$ cat config.mk
export PLATFORM = sky130hd
export DESIGN_NAME = player_input_ctrl
export DESIGN_NICKNAME = d
export VERILOG_FILES = /design/src/rtl/spaceinv_pkg.sv /design/src/rtl/btn_debounce.sv /design/src/rtl/player_input_ctrl.sv
export SDC_FILE = /design/constraint.sdc
export NUM_CORES = 1
export LEC_CHECK = 0
export CAP_MARGIN = 20
export CORE_UTILIZATION = 45
export DETAILED_ROUTE_END_ITERATION = 6
export DONT_BUFFER_PORTS = 1
export HOLD_SLACK_MARGIN = 0.02
export PLACE_DENSITY = 0.63
export SKIP_LAST_GASP = 1
export SYNTH_ARGS = -nofsm -noshare
export SYNTH_HDL_FRONTEND = slang
export SYNTH_HIERARCHICAL = 1
export SYNTH_SLANG_ARGS = --single-unit
$ cat constraint.sdc
create_clock -name clk -period 5.2 [get_ports clk]
set_input_delay 0.78 -clock clk [delete_from_list [all_inputs] [get_ports clk]]
set_output_delay 0.78 -clock clk [all_outputs]
set_load 0.02 [all_outputs]
$ cat src/rtl/spaceinv_pkg.sv
// Shared types and screen geometry for the Space Invaders VGA peripheral.
package spaceinv_pkg;

    typedef enum logic [1:0] {
        FS_IDLE     = 2'd0,
        FS_SHOOT    = 2'd1,
        FS_COOLDOWN = 2'd2,
        FS_WAIT_REL = 2'd3
    } fire_state_t;

    localparam int unsigned SCREEN_W     = 640;
    localparam int unsigned PLAYER_W     = 16;
    localparam int unsigned NUM_MISSILES = 8;
    localparam int unsigned COL_W        = 12;
    localparam int unsigned COL_MAX      = SCREEN_W - PLAYER_W;

endpackage

$ cat src/rtl/btn_debounce.sv
// Two-flop synchronizer followed by a stability counter; the debounced level
// only follows the input after DEBOUNCE_CYCLES consecutive differing samples.
module btn_debounce #(
    parameter int unsigned DEBOUNCE_CYCLES = 315000
) (
    input  logic clk,
    input  logic rst,
    input  logic i_raw,
    output logic o_level
);

    localparam int unsigned    CW       = (DEBOUNCE_CYCLES > 1) ? $clog2(DEBOUNCE_CYCLES) : 1;
    localparam logic [CW-1:0]  CNT_LAST = CW'(DEBOUNCE_CYCLES - 1);

    logic          r_sync1;
    logic          r_sync2;
    logic          r_level;
    logic [CW-1:0] r_cnt;

    always_ff @(posedge clk) begin
        if (rst) begin
            r_sync1 <= 1'b0;
            r_sync2 <= 1'b0;
            r_level <= 1'b0;
            r_cnt   <= '0;
        end else begin
            r_sync1 <= i_raw;
            r_sync2 <= r_sync1;
            if (r_sync2 == r_level) begin
                r_cnt <= '0;
            end else if (r_cnt == CNT_LAST) begin
                r_level <= r_sync2;
                r_cnt   <= '0;
            end else begin
                r_cnt <= r_cnt + CW'(1);
            end
        end
    end

    assign o_level = r_level;

endmodule

$ cat src/rtl/player_input_ctrl.sv
// Player control stage: debounced buttons drive a clamped, rate-limited column
// and a fire FSM that toggles the lowest free missile slot.
module player_input_ctrl #(
    parameter int unsigned DEBOUNCE_CYCLES = 315000,
    parameter int unsigned MOVE_PERIOD     = 250000,
    parameter int unsigned STEP            = 2,
    parameter int unsigned COL_MIN         = 0,
    parameter int unsigned COL_MAX         = spaceinv_pkg::COL_MAX,
    parameter int unsigned COL_RESET       = 312,
    parameter int unsigned FIRE_COOLDOWN   = 3150000
) (
    input  logic                                  clk,
    input  logic                                  rst,
    input  logic                                  btn_left,
    input  logic                                  btn_right,
    input  logic                                  btn_fire,
    input  logic [spaceinv_pkg::NUM_MISSILES-1:0] missle_en_xor,
    output logic [spaceinv_pkg::COL_W-1:0]        btn_col,
    output logic [spaceinv_pkg::NUM_MISSILES-1:0] btn_missle_en,
    output logic                                  fire_pulse
);

    import spaceinv_pkg::*;

    localparam int unsigned     MW        = (MOVE_PERIOD > 1) ? $clog2(MOVE_PERIOD) : 1;
    localparam logic [MW-1:0]   MOVE_LAST = MW'(MOVE_PERIOD - 1);
    localparam int unsigned     CDW       = (FIRE_COOLDOWN > 1) ? $clog2(FIRE_COOLDOWN) : 1;
    localparam logic [CDW-1:0]  CD_LOAD   = CDW'(FIRE_COOLDOWN - 1);

    logic w_left;
    logic w_right;
    logic w_fire;

    btn_debounce #(.DEBOUNCE_CYCLES(DEBOUNCE_CYCLES)) u_db_left (
        .clk     (clk),
        .rst     (rst),
        .i_raw   (btn_left),
        .o_level (w_left)
    );

    btn_debounce #(.DEBOUNCE_CYCLES(DEBOUNCE_CYCLES)) u_db_right (
        .clk     (clk),
        .rst     (rst),
        .i_raw   (btn_right),
        .o_level (w_right)
    );

    btn_debounce #(.DEBOUNCE_CYCLES(DEBOUNCE_CYCLES)) u_db_fire (
        .clk     (clk),
        .rst     (rst),
        .i_raw   (btn_fire),
        .o_level (w_fire)
    );

    fire_state_t              r_state;
    fire_state_t              w_state_next;
    logic                     r_fire_d;
    logic                     w_fire_rise;
    logic [CDW-1:0]           r_cd_cnt;
    logic [NUM_MISSILES-1:0]  r_missle_en;
    logic                     r_fire_pulse;
    logic [COL_W-1:0]         r_col;
    logic [COL_W-1:0]         w_col_next;
    logic [MW-1:0]            r_move_cnt;
    logic                     w_move_tick;
    logic [NUM_MISSILES-1:0]  w_free;
    logic [NUM_MISSILES-1:0]  w_slot;
    logic                     w_claim;

    assign w_move_tick = (r_move_cnt == MOVE_LAST);
    assign w_fire_rise = w_fire & ~r_fire_d;
    assign w_free      = ~missle_en_xor;
    // x & -x isolates the lowest set bit: one-hot of the lowest free slot
    assign w_slot      = w_free & ((~w_free) + NUM_MISSILES'(1));

    // Bounds are checked in 13 bits so neither direction can wrap.
    always_comb begin
        w_col_next = r_col;
        if (w_move_tick) begin
            if (w_left && !w_right) begin
                if ({1'b0, r_col} < 13'(COL_MIN + STEP))
                    w_col_next = COL_W'(COL_MIN);
                else
                    w_col_next = r_col - COL_W'(STEP);
            end else if (w_right && !w_left) begin
                if (({1'b0, r_col} + 13'(STEP)) > 13'(COL_MAX))
                    w_col_next = COL_W'(COL_MAX);
                else
                    w_col_next = r_col + COL_W'(STEP);
            end
        end
    end

    always_ff @(posedge clk) begin
        if (rst)
            r_state <= FS_IDLE;
        else
            r_state <= w_state_next;
    end

    always_comb begin
        w_state_next = r_state;
        w_claim      = 1'b0;
        case (r_state)
            FS_IDLE: begin
                if (w_fire_rise)
                    w_state_next = FS_SHOOT;
            end
            FS_SHOOT: begin
                if (w_free != '0) begin
                    w_claim      = 1'b1;
                    w_state_next = FS_COOLDOWN;
                end else begin
                    w_state_next = FS_WAIT_REL;
                end
            end
            FS_COOLDOWN: begin
                if (r_cd_cnt == '0)
                    w_state_next = FS_WAIT_REL;
            end
            FS_WAIT_REL: begin
                if (!w_fire)
                    w_state_next = FS_IDLE;
            end
            default: w_state_next = FS_IDLE;
        endcase
    end

    always_ff @(posedge clk) begin
        if (rst) begin
            r_fire_d     <= 1'b0;
            r_cd_cnt     <= '0;
            r_missle_en  <= '0;
            r_fire_pulse <= 1'b0;
            r_col        <= COL_W'(COL_RESET);
            r_move_cnt   <= '0;
        end else begin
            r_fire_d     <= w_fire;
            r_fire_pulse <= w_claim;
            r_col        <= w_col_next;

            if (w_move_tick)
                r_move_cnt <= '0;
            else
                r_move_cnt <= r_move_cnt + MW'(1);

            if (w_claim) begin
                r_missle_en <= r_missle_en ^ w_slot;
                r_cd_cnt    <= CD_LOAD;
            end else if (r_state == FS_COOLDOWN && r_cd_cnt != '0) begin
                r_cd_cnt <= r_cd_cnt - CDW'(1);
            end
        end
    end

    assign btn_col       = r_col;
    assign btn_missle_en = r_missle_en;
    assign fire_pulse    = r_fire_pulse;

endmodule

==> results of run 1 <==
-- per-stage QoR --
| stage | power [W] | hold WS, ns | area (µm²) | cells |
|---|---|---|---|---|
| 2_1_floorplan | 0.00135 | 0.413 | 6460 | 758 |
| 3_3_place_gp | 0.00139 | 0.423 | 6520 | 908 |
| 3_5_place_dp | 0.00141 | 0.426 | 6520 | 908 |
| 4_1_cts | 0.00257 | 0.423 | 7110 | 939 |
| 5_1_grt | 0.00265 | 0.415 | 7110 | 939 |
| 6_report | 0.00254 | 0.431 | 7110 | 939 |
-- critical path, stage by stage, from the launching register on --
cell and delay (ns):
dfxtp_1 0.63, inv_1 0.16, ha_1 0.36, or4_1 0.52, o311ai_0 0.17, a31oi_1 0.19
or4b_1 0.49, a21oi_1 0.13
-- path summary, 6_finish.rpt --
kind	end	slack, ns
hold reg to reg	r_move_cnt[0]	0.43
setup reg to reg	btn_col[1]	2.49
hold / removal	r_move_cnt[0]	0.43
setup / recovery	btn_col[1]	2.49
-- per-layer routing --
| layer | vias to the layer above | wire length (µm) |
|---|---|---|
| met2 | 112 | 6390 |
| li1 | 2700 | - |
| met4 | 0 | 276 |
| met5 | - | 0 |
| met1 | 2489 | 6120 |
| met3 | 26 | 656 |
-- logic make-up after synthesis --
family / Yosys count
other: 1
XOR/XNOR: 83
flip-flops: 129
multiplexers: 4
buffers and inverters: 52
adder cells (fa/ha/maj): 13
AND/OR/NAND/NOR: 370
AO/OA/AOI/OAI: 106
-- registers in the layout (all words and copies together) (netlist names), 2 cells and up --
name,flops
r_cd_cnt,22
u_db_fire/r_cnt,19
u_db_left/r_cnt,19
u_db_right/r_cnt,19
r_move_cnt,18
btn_col,11
btn_missle_en,8
r_state,2
-- where the power goes --
| group | internal [W] | switching [W] |
|---|---|---|
| Clock | 0.000754 | 0.000398 |
| Sequential | 0.00103 | 0.0000459 |
| Combinational | 0.000125 | 0.000179 |
| Total | 0.00191 | 0.000623 |
-- cells in the final DEF, fill, tap and decap left out, types with 13 or more instances in the layout --
master	instances
dfxtp_1	129
nor2_1	107
xnor2_1	54
nand3_1	48
a21oi_1	47
nand4_1	36
xor2_1	29
nand2_1	26
nor3_1	26
o21ai_0	24
inv_1	21
nor4_1	21
and3_1	19
clkbuf_16	17
ha_1	13
-- layout make-up --
| cell class | instances | area, µm² | share of cell area |
|---|---|---|---|
| sequential | 129 | 2580 | 0.363 |
| inverter | 21 | 78.8 | 0.0111 |
| clock inverter | 4 | 45.0 | 0.00634 |
| multi-input combinational | 577 | 3630 | 0.510 |
| clock buffer | 27 | 543 | 0.0764 |
| tap | 180 | 225 | 0.0317 |
| timing repair buffer | 1 | 7.51 | 0.00106 |
==> metrics.txt, run 1 <==
outcome completed; drt via density 5.67; CTS H-tree depth 4; Max-cap violations 0; largest net degree at the start of global routing 50; crit path time final 2.71 ns; mux cell area share after synthesis 0.00620; clk buf depth 2; Syn Std Cell Area 6460 µm²; xor/xnor share of the synthesized area 0.113; post-synth top area share 0.400; vias in the first global route 5002; WP data arrival 3.06 ns; syn_area_per_cell 8.52 µm²; top_reg_cell synth dfxtp_1; die width 122 µm; DRC 0; Clock transition at path regs 0.05 ns; Clock Skews 0.00979 ns; CTS tree done; setup violators final 0; pre-CTS setup slack 2.53 ns; period utilization 0.522; met2 GRT Util 0.314; Final Util 0.510; placed wire-length estimate 9530 µm; Die ar. 14800 µm²; slew at the pin closest to its max-slew limit 0.786 ns; Syn. warnings 6; synth unique cells 64; Routed Wire Length 13400 µm; GRT Total Usage 0.191; PortBufs 0; pwr dens 357 nW/µm²; VDD IR max 0.241 mV; FFs w/ async S/R, synth 0; met3 Track Usage GR 0.0562; top-count cell post-synth dfxtp_1; initial antenna violation count 0; relative slew slack 0.472; Adder-Cell Fraction of Synth Area 0.0252; number of CTS-inserted buffers 17; NumNets Final 773; Most Used Layer, Global Route met2; most frequent cells after synthesis dfxtp_1, nor2_1, xnor2_1; share of layout cells above drive strength 1 0.0738; post-route ant nets 0; post-synthesis compound-gate area fraction 0.101; combinational family with the most area after synthesis simple AND/OR/NAND/NOR gates; num rows 43; top post-synthesis cells by area dfxtp_1, xnor2_1, nor2_1, xor2_1, nand3_1; Synthesized Nets 784; Cells after Synth 758; Core Region 13900 µm²; Starting Density 0.463; later-pin clock latency in the skew report 0.41 ns; CP startpoint kind register; setup bufs post-CTS 0; reg2reg path depth 7; crit path kind reg -> reg; Post-CTS Resized 0; n_diodes 0; static leakage 2.32 nW; worst-path maximum fanout 10; # fillers 1283; first-pass GRT wire length 22500 µm; Initial DRC Count 321; Hold Buf Count CTS 0; Clock Sinks 129; num ports 34; Overflow after GRT 0; Die Ht 122 µm; Area growth syn-to-layout 10.1%; Slew Limit Fails 0; Worst Path Required 5.55 ns; RSZ-0062 raised after global routing false; Fmax 0.369 GHz; total number of vias 5327; FF+latch count, synth 129; Min-Delay Path Depth 1; Initial DRT Pass Iterations 5; GPL Wtd Cong 0.912; crit end category register; register area share after synthesis 0.400; setup TNS 0 ns; crit path launch btn_col[1]; worst flop-to-flop path startpoint btn_col[1]; final hold viol count 0; wire length per cell 14.3 µm; cell taking the most area after synthesis dfxtp_1; EDFF count, synth 0; CTS root buf clkbuf_16; hold path startpoint r_move_cnt[0]; Hold Path Class reg -> reg; simple-gate portion of the synthesized area 0.316; final worst slack 2.49 ns; met1 Usage GRT 0.228
Power figures use the tool's default switching activity.
==> run 2, diff against run 1 <==
- ABC_AREA: unset -> 1
- clock period: 5.2 -> 2.7 ns (I/O delays scaled with it)
==> metrics.txt, run 2 <==
Die Ht 129 µm; post-synth top area share 0.357; crit end category register; GRT Total Usage 0.204; final hold viol count 0; Top delay family on crit path simple AND/OR/NAND/NOR gates; crit path kind reg -> reg; Max-cap violations 0; EDFF count, synth 0; Hold Buf Count CTS 0; relative slew slack 0.614; drt via density 4.87; Fmax 0.490 GHz; xor/xnor share of the synthesized area 0.0739; Slew Limit Fails 0; placed inst area 7360 µm²; Syn. warnings 6; Cells after Synth 1066; post-synthesis compound-gate area fraction 0.0748; VDD IR max 0.572 mV; placed wire-length estimate 11500 µm; CP Cell Sequence inv_1 -> ha_1 -> nand2_2 -> nor2_4 -> nand3_2 -> nand2_4 -> inv_2 -> nand2_1 -> or2_2 -> a21oi_1; top-count cell post-synth nand2_1; period utilization 0.756; final non-filler cell area 7980 µm²; RSZ-0062 raised after global routing false; Die ar. 16600 µm²; Most flops, register r_cd_cnt; Clock Skews 0.0106 ns; FFs w/ async S/R, synth 0; CP startpoint kind register; setup violators final 0; outcome completed; wire length per cell 12.0 µm; Final Util 0.517; die width 129 µm; Overflow after GRT 0; PortBufs 0; CTS H-tree depth 4; cell taking the most area after synthesis dfxtp_1; later-pin clock latency in the skew report 0.42 ns; num rows 45; clk buf depth 2; number of CTS-inserted buffers 17; DRC 0; static leakage 2.86 nW; Routed Wire Length 15500 µm; CP bufs+invs 2; WP data arrival 2.38 ns; Worst Path Required 3.04 ns; Core Region 15400 µm²; worst-path maximum fanout 20; simple-gate portion of the synthesized area 0.392; synth unique cells 39; syn_area_per_cell 6.78 µm²; post-route ant nets 0; register area share after synthesis 0.357; NumNets Final 1094; Initial DRC Count 394; Slowest-stage cell, CP dfxtp_1; worst flop-to-flop path startpoint r_cd_cnt[0]; CTS tree done; initial antenna violation count 0; Initial DRT Pass Iterations 5; commonest non-fill, non-tap cell in the layout nand2_1; final worst slack 0.658 ns; top_reg_cell synth dfxtp_1; share of layout cells above drive strength 1 0.0944; pwr dens 767 nW/µm²; slew at the pin closest to its max-slew limit 0.579 ns; Area growth syn-to-layout 10.3%; hold path startpoint rst; Power, Total 0.00612 W; vias in the first global route 5737; Hold Path Class in -> reg; total number of vias 6285; largest net degree at the start of global routing 35; combinational family with the most area after synthesis simple AND/OR/NAND/NOR gates; Adder-Cell Fraction of Synth Area 0.0225; Synthesized Nets 1092; top post-synthesis cells by area dfxtp_1, nand2_1, nor2_1, inv_1, xor2_1; Clock Sinks 129; most frequent cells after synthesis nand2_1, nor2_1, dfxtp_1; Post-CTS Resized 0; setup bufs post-CTS 0; first-pass GRT wire length 26900 µm; num ports 34; FF+latch count, synth 129; GPL Wtd Cong 0.910; Clock transition at path regs 0.05 ns; number of flip-flops in the largest register 22; Syn Std Cell Area 7230 µm²; pre-CTS setup slack 0.668 ns; most frequent cells in the layout nand2_1, nor2_1, dfxtp_1; setup TNS 0 ns; mux cell area share after synthesis 0; crit path time final 2.04 ns; Starting Density 0.469; CTS root buf clkbuf_16; Max stage delay on crit path 0.34 ns; n_diodes 0; crit path launch r_cd_cnt[0]
==> run 2: cell types whose count changed after synthesis, sizes merged, moves of 14 or more <==
| cell | change |
|---|---|
| nor2 | +113 |
| nor4 | -22 |
| a21oi | +17 |
| xnor2 | -32 |
| nand4 | -16 |
| and3 | -18 |
| nand2 | +247 |
| or3 | -14 |
| inv | +90 |
| nand3 | +20 |
==> run 2: logic make-up (layout without fill, tap and decap cells) <==
kind of cell | Yosys count | count (layout)
AND/OR/NAND/NOR | 626 | 626
buffers and inverters | 131 | 145
flip-flops | 129 | 129
AO/OA/AOI/OAI | 105 | 105
XOR/XNOR | 61 | 61
adder cells (fa/ha/maj) | 13 | 13
other | 1 | 1
==> run 2: area by class of cell <==
type                    count  area [µm²]
clock buffers              21         480
flip-flops and latches    129        2580
clock inverters            10         133
multi-input cells         806        4080
repair buffers              3        22.5
inverters                 111         417
fillers                  1567        7450
well taps                 211         264
==> run 2: path summary, 6_finish.rpt <==
| kind | to | slack, ns | depth (start not counted) |
|---|---|---|---|
| setup reg to reg | r_cd_cnt[6] | 0.66 | 10 |
| hold / removal | u_db_right/r_sync1 | 0.05 | 1 |
| setup / recovery | r_cd_cnt[6] | 0.66 | 10 |
| hold reg to reg | u_db_left/r_sync2 | 0.41 | 2 |
==> run 2: power breakdown <==
group / total, W / switching (W) / internal (W)
clock: 0.00236 / 0.000825 / 0.00154
sequential: 0.00216 / 0.000134 / 0.00202
combinational: 0.00160 / 0.000976 / 0.000624
total: 0.00612 / 0.00193 / 0.00419
==> run 2: routing by layer <==
metal	GRT usage	wire [µm]	part of all wire
met1	0.268	7610	0.49
met2	0.320	6900	0.44
met3	0.0561	734	0.047
met4	0.0734	266	0.017
met5	0	0	0
==> run 2: through the flow <==
stage          cells  hold WS (ns)
6_report        1291        0.0497
5_1_grt         1291        0.0274
4_1_cts         1291        0.0322
3_5_place_dp    1260         0.395
3_3_place_gp    1260         0.393
2_1_floorplan   1066         0.388
